$ cat src/rtl/mul_div_unit.sv
// Iterative MIPS MULT/MULTU/DIV/DIVU unit holding architectural HI/LO, with MTHI/MTLO writes.
// Latency: accept edge + WIDTH iteration edges + one fix-up edge (MULT/MULTU: accept + fix-up with MDU_FAST_MUL_EN).
// Backpressure: none; start is ignored while busy, and MT writes are ignored while busy or when start is high.
module mul_div_unit #(
    parameter int WIDTH = 32
) (
    input  logic             clock,
    input  logic             reset,
    input  logic             start,
    input  logic [1:0]       op,
    input  logic [WIDTH-1:0] operandA,
    input  logic [WIDTH-1:0] operandB,
    input  logic             hiWrite,
    input  logic             loWrite,
    input  logic [WIDTH-1:0] writeData,
    output logic             busy,
    output logic             done,
    output logic [WIDTH-1:0] hi,
    output logic [WIDTH-1:0] lo
);
    localparam int CW = $clog2(WIDTH + 1);

    typedef enum logic [1:0] {IDLE, RUN, FIX} state_t;

    state_t          state;
    logic [CW-1:0]   count;
    logic            is_div;
    logic            neg_main;
    logic            neg_rem;
    logic [WIDTH-1:0] acc_hi;
    logic [WIDTH-1:0] acc_lo;
    logic [WIDTH-1:0] opb;

    // Operand magnitudes and sign flags; only the signed ops (op[0]==0) look at sign bits.
    logic             signed_op;
    logic             a_neg;
    logic             b_neg;
    logic [WIDTH-1:0] a_mag;
    logic [WIDTH-1:0] b_mag;

    assign signed_op = ~op[0];
    assign a_neg     = signed_op & operandA[WIDTH-1];
    assign b_neg     = signed_op & operandB[WIDTH-1];
    assign a_mag     = a_neg ? -operandA : operandA;
    assign b_mag     = b_neg ? -operandB : operandB;

    logic [WIDTH:0]   mul_sum;
    logic [WIDTH:0]   div_shift;
    logic             div_ge;
    logic [WIDTH-1:0] div_diff;

    assign mul_sum   = {1'b0, acc_hi} + (acc_lo[0] ? {1'b0, opb} : {(WIDTH+1){1'b0}});
    assign div_shift = {acc_hi, acc_lo[WIDTH-1]};
    assign div_ge    = div_shift >= {1'b0, opb};
    // A zero divisor keeps subtracting nothing, so the remainder ends up as |dividend| and the quotient all ones.
    assign div_diff  = div_shift[WIDTH-1:0] - opb;

    logic [2*WIDTH-1:0] prod;
    logic [2*WIDTH-1:0] prod_fix;
    logic [WIDTH-1:0]   quo_fix;
    logic [WIDTH-1:0]   rem_fix;

    assign prod     = {acc_hi, acc_lo};
    assign prod_fix = neg_main ? -prod : prod;
    assign quo_fix  = neg_main ? -acc_lo : acc_lo;
    assign rem_fix  = neg_rem ? -acc_hi : acc_hi;

`ifdef MDU_FAST_MUL_EN
    logic [2*WIDTH-1:0] fast_prod;
    assign fast_prod = {{WIDTH{1'b0}}, a_mag} * {{WIDTH{1'b0}}, b_mag};
`endif

    always_ff @(posedge clock) begin
        if (reset) begin
            state    <= IDLE;
            count    <= '0;
            is_div   <= 1'b0;
            neg_main <= 1'b0;
            neg_rem  <= 1'b0;
            acc_hi   <= '0;
            acc_lo   <= '0;
            opb      <= '0;
            busy     <= 1'b0;
            done     <= 1'b0;
            hi       <= '0;
            lo       <= '0;
        end else begin
            done <= 1'b0;
            case (state)
                IDLE: begin
                    if (start) begin
                        is_div   <= op[1];
                        // The quotient of a divide by zero stays all ones whatever the dividend sign.
                        neg_main <= op[1] ? ((a_neg ^ b_neg) & (operandB != '0)) : (a_neg ^ b_neg);
                        neg_rem  <= a_neg;
                        count    <= CW'(WIDTH);
                        busy     <= 1'b1;
                        if (op[1]) begin
                            acc_hi <= '0;
                            acc_lo <= a_mag;
                            opb    <= b_mag;
                            state  <= RUN;
                        end else begin
`ifdef MDU_FAST_MUL_EN
                            {acc_hi, acc_lo} <= fast_prod;
                            opb              <= '0;
                            state            <= FIX;
`else
                            acc_hi <= '0;
                            acc_lo <= b_mag;
                            opb    <= a_mag;
                            state  <= RUN;
`endif
                        end
                    end else begin
                        if (hiWrite) hi <= writeData;
                        if (loWrite) lo <= writeData;
                    end
                end
                RUN: begin
                    count <= count - CW'(1);
                    if (is_div) begin
                        if (div_ge) begin
                            acc_hi <= div_diff;
                            acc_lo <= {acc_lo[WIDTH-2:0], 1'b1};
                        end else begin
                            acc_hi <= div_shift[WIDTH-1:0];
                            acc_lo <= {acc_lo[WIDTH-2:0], 1'b0};
                        end
                    end else begin
                        acc_hi <= mul_sum[WIDTH:1];
                        acc_lo <= {mul_sum[0], acc_lo[WIDTH-1:1]};
                    end
                    if (count == CW'(1)) state <= FIX;
                end
                FIX: begin
                    if (is_div) begin
                        hi <= rem_fix;
                        lo <= quo_fix;
                    end else begin
                        hi <= prod_fix[2*WIDTH-1:WIDTH];
                        lo <= prod_fix[WIDTH-1:0];
                    end
                    done  <= 1'b1;
                    busy  <= 1'b0;
                    state <= IDLE;
                end
                default: begin
                    state <= IDLE;
                    busy  <= 1'b0;
                end
            endcase
        end
    end
endmodule

$ cat config.mk
export PLATFORM = sky130hd
export DESIGN_NAME = mul_div_unit
export DESIGN_NICKNAME = d
export VERILOG_FILES = /design/src/rtl/mul_div_unit.sv
export SDC_FILE = /design/constraint.sdc
export NUM_CORES = 1
export LEC_CHECK = 0
export CAP_MARGIN = 20
export CORE_ASPECT_RATIO = 1.1
export CORE_MARGIN = 10
export CORE_UTILIZATION = 45
export DETAILED_ROUTE_END_ITERATION = 8
export HOLD_SLACK_MARGIN = 0.05
export PLACE_DENSITY_LB_ADDON = 0.05
export SETUP_SLACK_MARGIN = 0.3
export SLEW_MARGIN = 0
export SYNTH_ARGS = -nofsm -noshare
export SYNTH_HDL_FRONTEND = slang
export SYNTH_SLANG_ARGS = --single-unit
export TNS_END_PERCENT = 30
$ cat constraint.sdc
create_clock -name clock -period 4.1 [get_ports clock]
set_input_delay 0.615 -clock clock [delete_from_list [all_inputs] [get_ports clock]]
set_output_delay 0.615 -clock clock [all_outputs]
set_load 0.05 [all_outputs]
# Yosys cells after proc, flatten, opt, wreduce, memory -nomap -nowiden
# Cells that the tools add are included.
# classes
eq_ne	8
mux	33
add_sub_neg	8
magnitude_cmp	1
bitwise	6
n_reduce_logical	10
# op_table
cell	count
32-bit 2-to-1 mux	18
32-bit case mux with 2 select lines	4
32-bit negation	4
64-bit 2-to-1 mux	1
64-bit negation	1
32-bit by 32-bit adder with 33-bit output	1
33-bit by 32-bit >= comparator with 1-bit output	1
32-bit nonzero test	1
32-bit subtractor	1
6-bit case mux with 2 select lines	1
2-bit != test, second input constant	5
2-bit AND reduction	4
6-bit by 1-bit == test with 1-bit output, second input constant	1
6-bit 2-to-1 mux	1
3-bit AND reduction	2
6-bit by 1-bit subtractor with 6-bit output, second input constant	1
1-bit 2-to-1 mux	4
2-bit 2-to-1 mux	2
2-bit case mux with 2 select lines	1
2-bit nonzero test	2
1-bit bitwise AND	3
2-bit by 1-bit == test with 1-bit output, second input constant	1
2-bit == test, second input constant	1
2-bit logical NOT	1
other kinds (3)	4
# word_totals
word_cells	78
output_inout_bits	66
inputBits	103
ff_bits	173

# Depth between registers and ports, before layout
# Gate-level depths: netlist (run 1).
# depth
depth_word	6
ltp_mapped	14

# Worst setup path before layout (run 1)
# No wires, ideal clock.
# synth_path
kind	input to register
from	in operandB[6]
to	reg acc_lo[30]
path_stages	9
setup_ns	0.095
t_required_ns	4.005
setup_slack_ns	0.852
t_arrival_ns	3.153
path_cell_list	or4_4 > or3_4 > or3_4 > or4b_4 > o21ai_0 > xor2_1 > nor3_1 > nor2_1 > a221oi_1
# synth_via
elab_chain_len	5
# synth_rtl
element	line	source
start: declaration	12	input logic [WIDTH-1:0] operandB,
32-bit negation	45	assign b_mag = b_neg ? -operandB : operandB;
32-bit 2-to-1 mux	45	
32-bit 2-to-1 mux	98	if (op[1]) begin
32-bit 2-to-1 mux	91	if (start) begin
32-bit case mux with 2 select lines	89	case (state)
end signal: assignment	100	acc_lo <= a_mag;
end signal: assignment	110	acc_lo <= b_mag;
end signal: assignment	125	acc_lo <= {acc_lo[WIDTH-2:0], 1'b1};
end: declaration	31	logic [WIDTH-1:0] acc_lo;
# Every way passes these cells. The select of a mux whose other input is x is not followed.
# A chain may end at the register's enable or synchronous reset.

# Worst setup path in the final report (run 1)
# layout_path
from	reg acc_hi[15]
to	reg acc_hi[20]
# layout_via
elab_chain_len	4
word_cells_on_any_way	6
classes_between	2 x add/sub; 1 x order compare; 3 x mux
# layout_rtl
element	line	source
start: declaration	30	logic [WIDTH-1:0] acc_hi;
start signal: assignment	124	acc_hi <= div_diff;
start signal: assignment	127	acc_hi <= div_shift[WIDTH-1:0];
start signal: assignment	131	acc_hi <= mul_sum[WIDTH:1];
32-bit subtractor / 33-bit by 32-bit >= comparator with 1-bit output (equally long branches)	56, 54	
32-bit 2-to-1 mux	123	if (div_ge) begin
32-bit 2-to-1 mux *	122	if (is_div) begin
32-bit case mux with 2 select lines *	89	
# Every way passes the cells marked *; elsewhere a longest branch is shown, timed or not.

==> results of run 1 <==
-- flip-flops by register name, summed over array words and instances, names as in the netlist --
| name | cells |
|---|---|
| done | 1 |
| state | 2 |
| busy | 1 |
| lo | 32 |
| acc_hi | 32 |
| hi | 32 |
| neg_rem | 1 |
| is_div | 1 |
| acc_lo | 32 |
| count | 6 |
| opb | 32 |
| neg_main | 1 |
-- layer usage --
metal  wire length [um]  GRT usage (%)  share of wire [%]  vias to the layer above
li1                   -              -                  -                     7149
met1              23870          35.13                 45                     6766
met2              23850          41.81                 45                      544
met3               3877          4.923                7.3                       56
met4               1164          6.948                2.2                        0
met5                  0              0                  0                        -
-- where the power goes --
group          internal (mW)  switching [mW]  total, mW
sequential              1.79           0.119       1.91
clock                  0.912           0.831       1.74
combinational          0.698            1.09       1.79
total                   3.40            2.04       5.44
-- what timing repair did --
| item | CTS | global route |
|---|---|---|
| hold buffers | 0 | 0 |
| gates resized for setup | 0 | 2 |
| endpoints found under the setup margin | 0 | 2 |
| setup buffers | 0 | 3 |
-- how the worst max path moves through the flow --
stage                 endpoint  slack (ps)
floorplan           acc_lo[30]         850
global placement    acc_lo[30]         230
detailed placement  acc_lo[26]         200
CTS                 acc_hi[29]         480
global route        acc_hi[15]         280
finish              acc_hi[20]         420
-- cell type report --
type                       count  area (um^2)
tap                          420        525.5
fill                        3112        14140
clock inverter                13        168.9
timing repair buffer         245         2265
sequential                   173         3466
inverter                      64        244.0
multi-input combinational   1532        10050
clock buffer                  19        452.9
-- critical path, cell delays in order (launching register included) --
cell	delay [ps]
dfxtp_1	530
ha_1	400
and3_1	250
and2_1	170
a221o_1	320
a31o_2	250
a31oi_1	410
o41a_2	600
buf_4	280
nor2_1	60
a211oi_1	190
o21ai_0	100
-- Yosys cell counts, drive strengths merged (6+ instances only) --
cell	instances	area (um^2)
a211oi	79	593.1
a21o	33	247.7
a21oi	173	869.6
a221o	7	70.07
a22oi	20	150.1
a311oi	7	61.31
a31oi	34	219.0
and2	11	68.82
and3	6	37.54
buf	17	71.32
clkbuf	114	431.7
dfxtp	173	3463
ha	70	875.8
inv	63	236.5
mux2i	105	1051
nand2	126	473.0
nand2b	21	131.4
nand3	29	145.1
nand4	11	68.82
nor2	276	1036
nor2b	17	106.4
nor3	38	190.2
nor4	16	100.1
o211ai	22	165.2
o21ai	95	479.2
o21bai	8	60.06
o221ai	11	96.34
o22ai	14	87.58
o31ai	22	170.2
o41ai	12	105.1
or3	14	97.59
or4	17	135.1
xnor2	108	945.9
xor2	64	560.5
-- cell families (layout without fill, tap and decap cells) --
kind of cell	Yosys count	in the layout
xor+xnor	172	172
flops	173	173
compound gates	579	579
simple gates	601	601
mux	108	108
fa+ha+maj	72	72
buf+inv	195	341
-- metrics by stage --
stage / setup WS, ps / std cells / power [mW] / hold slack [ps] / util, %
3_5_place_dp: 200.3 / 2431 / 3.700 / 446.1 / 52.77
3_3_place_gp: 226.1 / 2431 / 3.691 / 441.4 / 52.77
5_1_grt: 280.8 / 2466 / 5.678 / 467.8 / 54.84
4_1_cts: 482.6 / 2463 / 5.427 / 455.6 / 54.76
2_1_floorplan: 852.0 / 1900 / 3.085 / 431.9 / -
6_report: 423.5 / 2466 / 5.437 / 458.8 / 54.84
==> out/metrics.yaml, run 1 <==
synth_edf_count: 0
slew_headroom_pct: 35.01
yosysSeqAreaShare_pct: 24.33
gp_congestion: 0.9354
cts_tree: "done"
drt_iter0_markers: 1434
fmax_mhz: 272.0
final-setup-viol-count: 0
ys_warn_count: 0
place_area_um2: 16520
dieWidth_um: 189.6
synthFlopType: "dfxtp_1"
synth-simple-area-share_pct: 19.39
startpoint: "acc_hi[15]"
rsz0062_at_grt: "true"
wl_per_cell_um: 21.40
cts_sinks: 173
worst-r2r-setup-slack_ps: 420
synthXorXnorAreaFrac_pct: 10.58
cts_inserted_buffers: 17
cp.arrival_ps: 4010
final_area_um2: 17170
worstSkewPairLatency_ps: 460
n_antenna_cell: 0
clkTransAtPathRegs_ps: 70
post-route-period-util_pct: 89.67
ys_async_sr_fraction_pct: 0
drc_errors: 0
fin_crit_ps: 3677
htreeDepth: 4
dp.final_hpwl_um: 41850
timing.rr.start: "acc_hi[15]"
fp.dieH_um: 206.6
final_cell_mix: "nor2_1 (276), a21oi_1 (172), dfxtp_1 (171)"
min_from: "opb[5]"
coreArea_um2: 31310
numPortBuffers: 168
synthMuxAreaShare_pct: 7.619
syn_area_um2: 14240
grtUsageTotal_pct: 26.04
critical_path_required_ps: 4430
maxSlewViolCount: 0
syn-instance-count: 1900
reg2reg_to: "acc_hi[20]"
drt-pass1-iter-count: 5
cts-root-buf: "clkbuf_16"
reg2reg_depth: 11
antenna_left: 0
worstHoldPathCells: 2
postSynthAreaPerCell_um2: 7.493
grt_max_degree: 103
dieArea_um2: 39160
cts_buffer_depth: 2
skew_ps: 14.78
fin_nets: 2208
tns_ps: 0
syn_to_final_growth_pct: 20.61
hp-class: "register to register"
finalHoldViolCount: 0
p_leak_nw: 6.749
start_kind: "register"
grt_first_pass_wirelength_um: 80570
row_count: 68
min_to: "opb[5]"
synth_compound_area_share_pct: 26.43
worstMarginPinSlew_ps: 970.3
synth_adder_area_share_pct: 6.433
wl_um: 52760
crit_type: "register to register"
ios: 169
maxCapViolations: 0
run_status: "finished clean"
crit_fanout: 26
synth_top_family_by_area: "compound AO/OA/AOI/OAI gates"
vias: 14520
grt_pass1_vias: 13630
p_per_area_nw_per_um2: 316.6
synth_seq_cells: 173
syn_nets: 2075
synth_cell_type_count: 75
grt_antenna_before_repair: 1
layout_commonest_cell: "nor2_1"
overflow: 0
vias_per_cell: 5.886
vdd_drop_max_mv: 0.2133
drive_above_1_share_pct: 6.940
worst_setup_path_end_kind: "register"
initial_utilization_pct: 45.47
No activity file was read; power rests on OpenSTA's default activity.
==> run 2, diff against run 1 <==
- CORE_ASPECT_RATIO: 1.1 -> 0.7
- DONT_BUFFER_PORTS: unset -> 1
- SETUP_SLACK_MARGIN: 0.3 -> 0.4
==> run 2 against run 1 <==
Sequential power grew 7%. Non-clock buffer count shrank 189. Sequential share of layout area grew 2.4 points. Utilization shrank 5.6 points. Wire length grew 2.0%. Total power shrank 4.4%. Die area grew 0.27%. Critical endpoint is now acc_hi[11]. Largest cell class unchanged.
==> out/metrics.yaml, run 2 (synthesis results as in run 1) <==
critical_path_required_ps: 4460
worstMarginPinSlew_ps: 996.8
post-route-period-util_pct: 86.16
fin_nets: 2019
row_count: 54
final_cell_mix: "nor2_1 (276), a21oi_1 (172), dfxtp_1 (171)"
grt_max_degree: 139
overflow: 0
ff_latch_area_um2: 3466
drc_errors: 0
tns_ps: 0
coreArea_um2: 31150
numPortBuffers: 0
rsz0062_at_grt: "true"
maxCapViolations: 0
run_status: "finished clean"
finalHoldViolCount: 0
gp_congestion: 0.9458
grt_pass1_vias: 12670
worstSkewPairLatency_ps: 460
fmax_mhz: 283.1
reg2reg_to: "acc_hi[11]"
worst_setup_path_end_kind: "register"
initial_utilization_pct: 45.71
cts-root-buf: "clkbuf_16"
crit_type: "register to register"
crit_path_max_incr_delay_ps: 550
grtUsageTotal_pct: 26.19
layout_commonest_cell: "nor2_1"
skew_ps: 14.65
cts_inserted_buffers: 17
cts_sinks: 173
p_per_area_nw_per_um2: 338.6
maxSlewViolCount: 0
dieArea_um2: 39270
grt_antenna_before_repair: 0
vdd_drop_max_mv: 0.2399
htreeDepth: 4
syn_to_final_growth_pct: 7.830
post-place-ws_ps: 453.7
wl_um: 53830
ios: 169
vias: 14000
grt_first_pass_wirelength_um: 79550
drt-pass1-iter-count: 6
fp.dieH_um: 168.8
antenna_left: 0
clkTransAtPathRegs_ps: 80
crit_slowest_cell: "dfxtp_1"
fin_crit_ps: 3533
fill_cells: 3084
p_leak_nw: 6.024
hp-class: "primary input to register"
start_kind: "register"
crit_fanout: 30
dp.final_hpwl_um: 42390
multiInputGateArea_um2: 10070
cts_tree: "done"
vias_per_cell: 6.144
crit_chain: "ha_1, a21o_1, a21o_1, a221o_1, a31o_2, a31oi_2, o41a_2, buf_12, mux2i_1, a21oi_1, a22o_1"
drive_above_1_share_pct: 6.462
wl_per_cell_um: 23.63
worst_slack_ps: 567.5
cp.arrival_ps: 3890
timing.rr.start: "acc_hi[13]"
final-setup-viol-count: 0
worst-r2r-setup-slack_ps: 570
min_from: "reset"
worstHoldPathCells: 1
path_common_cell: "a21o_1"
hold_buffers: 0
min_to: "opb[20]"
drt_iter0_markers: 1505
dieWidth_um: 232.6
slew_headroom_pct: 33.55
cts_buffer_depth: 2
reg2reg_depth: 11
## run 2: changes by cell type in the layout (fill, tap and decap cells not counted), sizes merged
cell / change
diode: +1
clkdlybuf4s50: -166
clkbuf: -2
clkinvlp: -1
clkinv: +3
buf: -23
## run 2: timing repair
| action | 4_1_cts | 5_1_grt |
|---|---|---|
| endpoints found under the setup margin | 0 | 16 |
| setup buffers | 0 | 0 |
| resized for setup | 0 | 4 |
## run 2: worst max path at each step
| stage | depth (start not counted) | slack [ps] | end | startpoint |
|---|---|---|---|---|
| 2_1_floorplan | 9 | 850 | acc_lo[30] | operandB[6] |
| 4_1_cts | 11 | 430 | acc_hi[11] | acc_hi[13] |
| 5_1_grt | 13 | 390 | acc_hi[29] | acc_lo[0] |
| 3_3_place_gp | 11 | 450 | acc_hi[11] | acc_hi[13] |
| 3_5_place_dp | 11 | 450 | acc_hi[11] | acc_hi[13] |
| 6_report | 11 | 570 | acc_hi[11] | acc_hi[13] |
## run 2: power by group
| part | switching (mW) | leakage, nW | total (mW) | internal [mW] |
|---|---|---|---|---|
| Combinational | 0.873 | 4.31 | 1.43 | 0.552 |
| Sequential | 0.258 | 1.41 | 2.05 | 1.79 |
| Clock | 0.847 | 0.296 | 1.73 | 0.879 |
## run 2: layout make-up
class / count / share of cell area (%)
timing repair buffer: 56 / 2.820
antenna: 1 / 0.01630
clock buffer: 17 / 2.771
multi-input combinational: 1532 / 65.60
tap: 420 / 3.423
inverter: 64 / 1.565
sequential: 173 / 22.58
clock inverter: 15 / 1.231
## run 2: stage by stage
| step | utilization, % | power (mW) | hold WS, ps | area [um^2] | cells |
|---|---|---|---|---|---|
| detailed placement | 47.25 | 3.482 | 442.0 | 14720 | 2244 |
| finish | 49.29 | 5.199 | 277.2 | 15350 | 2278 |
| floorplan | - | 3.085 | 431.9 | 14240 | 1900 |
| global placement | 47.25 | 3.480 | 436.7 | 14720 | 2244 |
| global route | 49.28 | 5.431 | 238.6 | 15350 | 2277 |
| CTS | 49.22 | 5.198 | 219.1 | 15330 | 2276 |
## run 2: worst max-delay path: cells and delay by family, from the launching register on
family | cells | cell delay, ps
multiplexers | 1 | 250
AO/OA/AOI/OAI | 8 | 1980
buffers and inverters | 1 | 240
flip-flops | 1 | 550
adder cells (fa/ha/maj) | 1 | 390
## run 2: layer usage
metal / global-route usage, % / up-vias / part of all wire [%]
met3: 9.187 / 37 / 11
met2: 35.72 / 620 / 39
li1: - / 6763 / -
met4: 5.152 / 0 / 1.4
met5: 0 / - / 0
met1: 38.37 / 6577 / 48
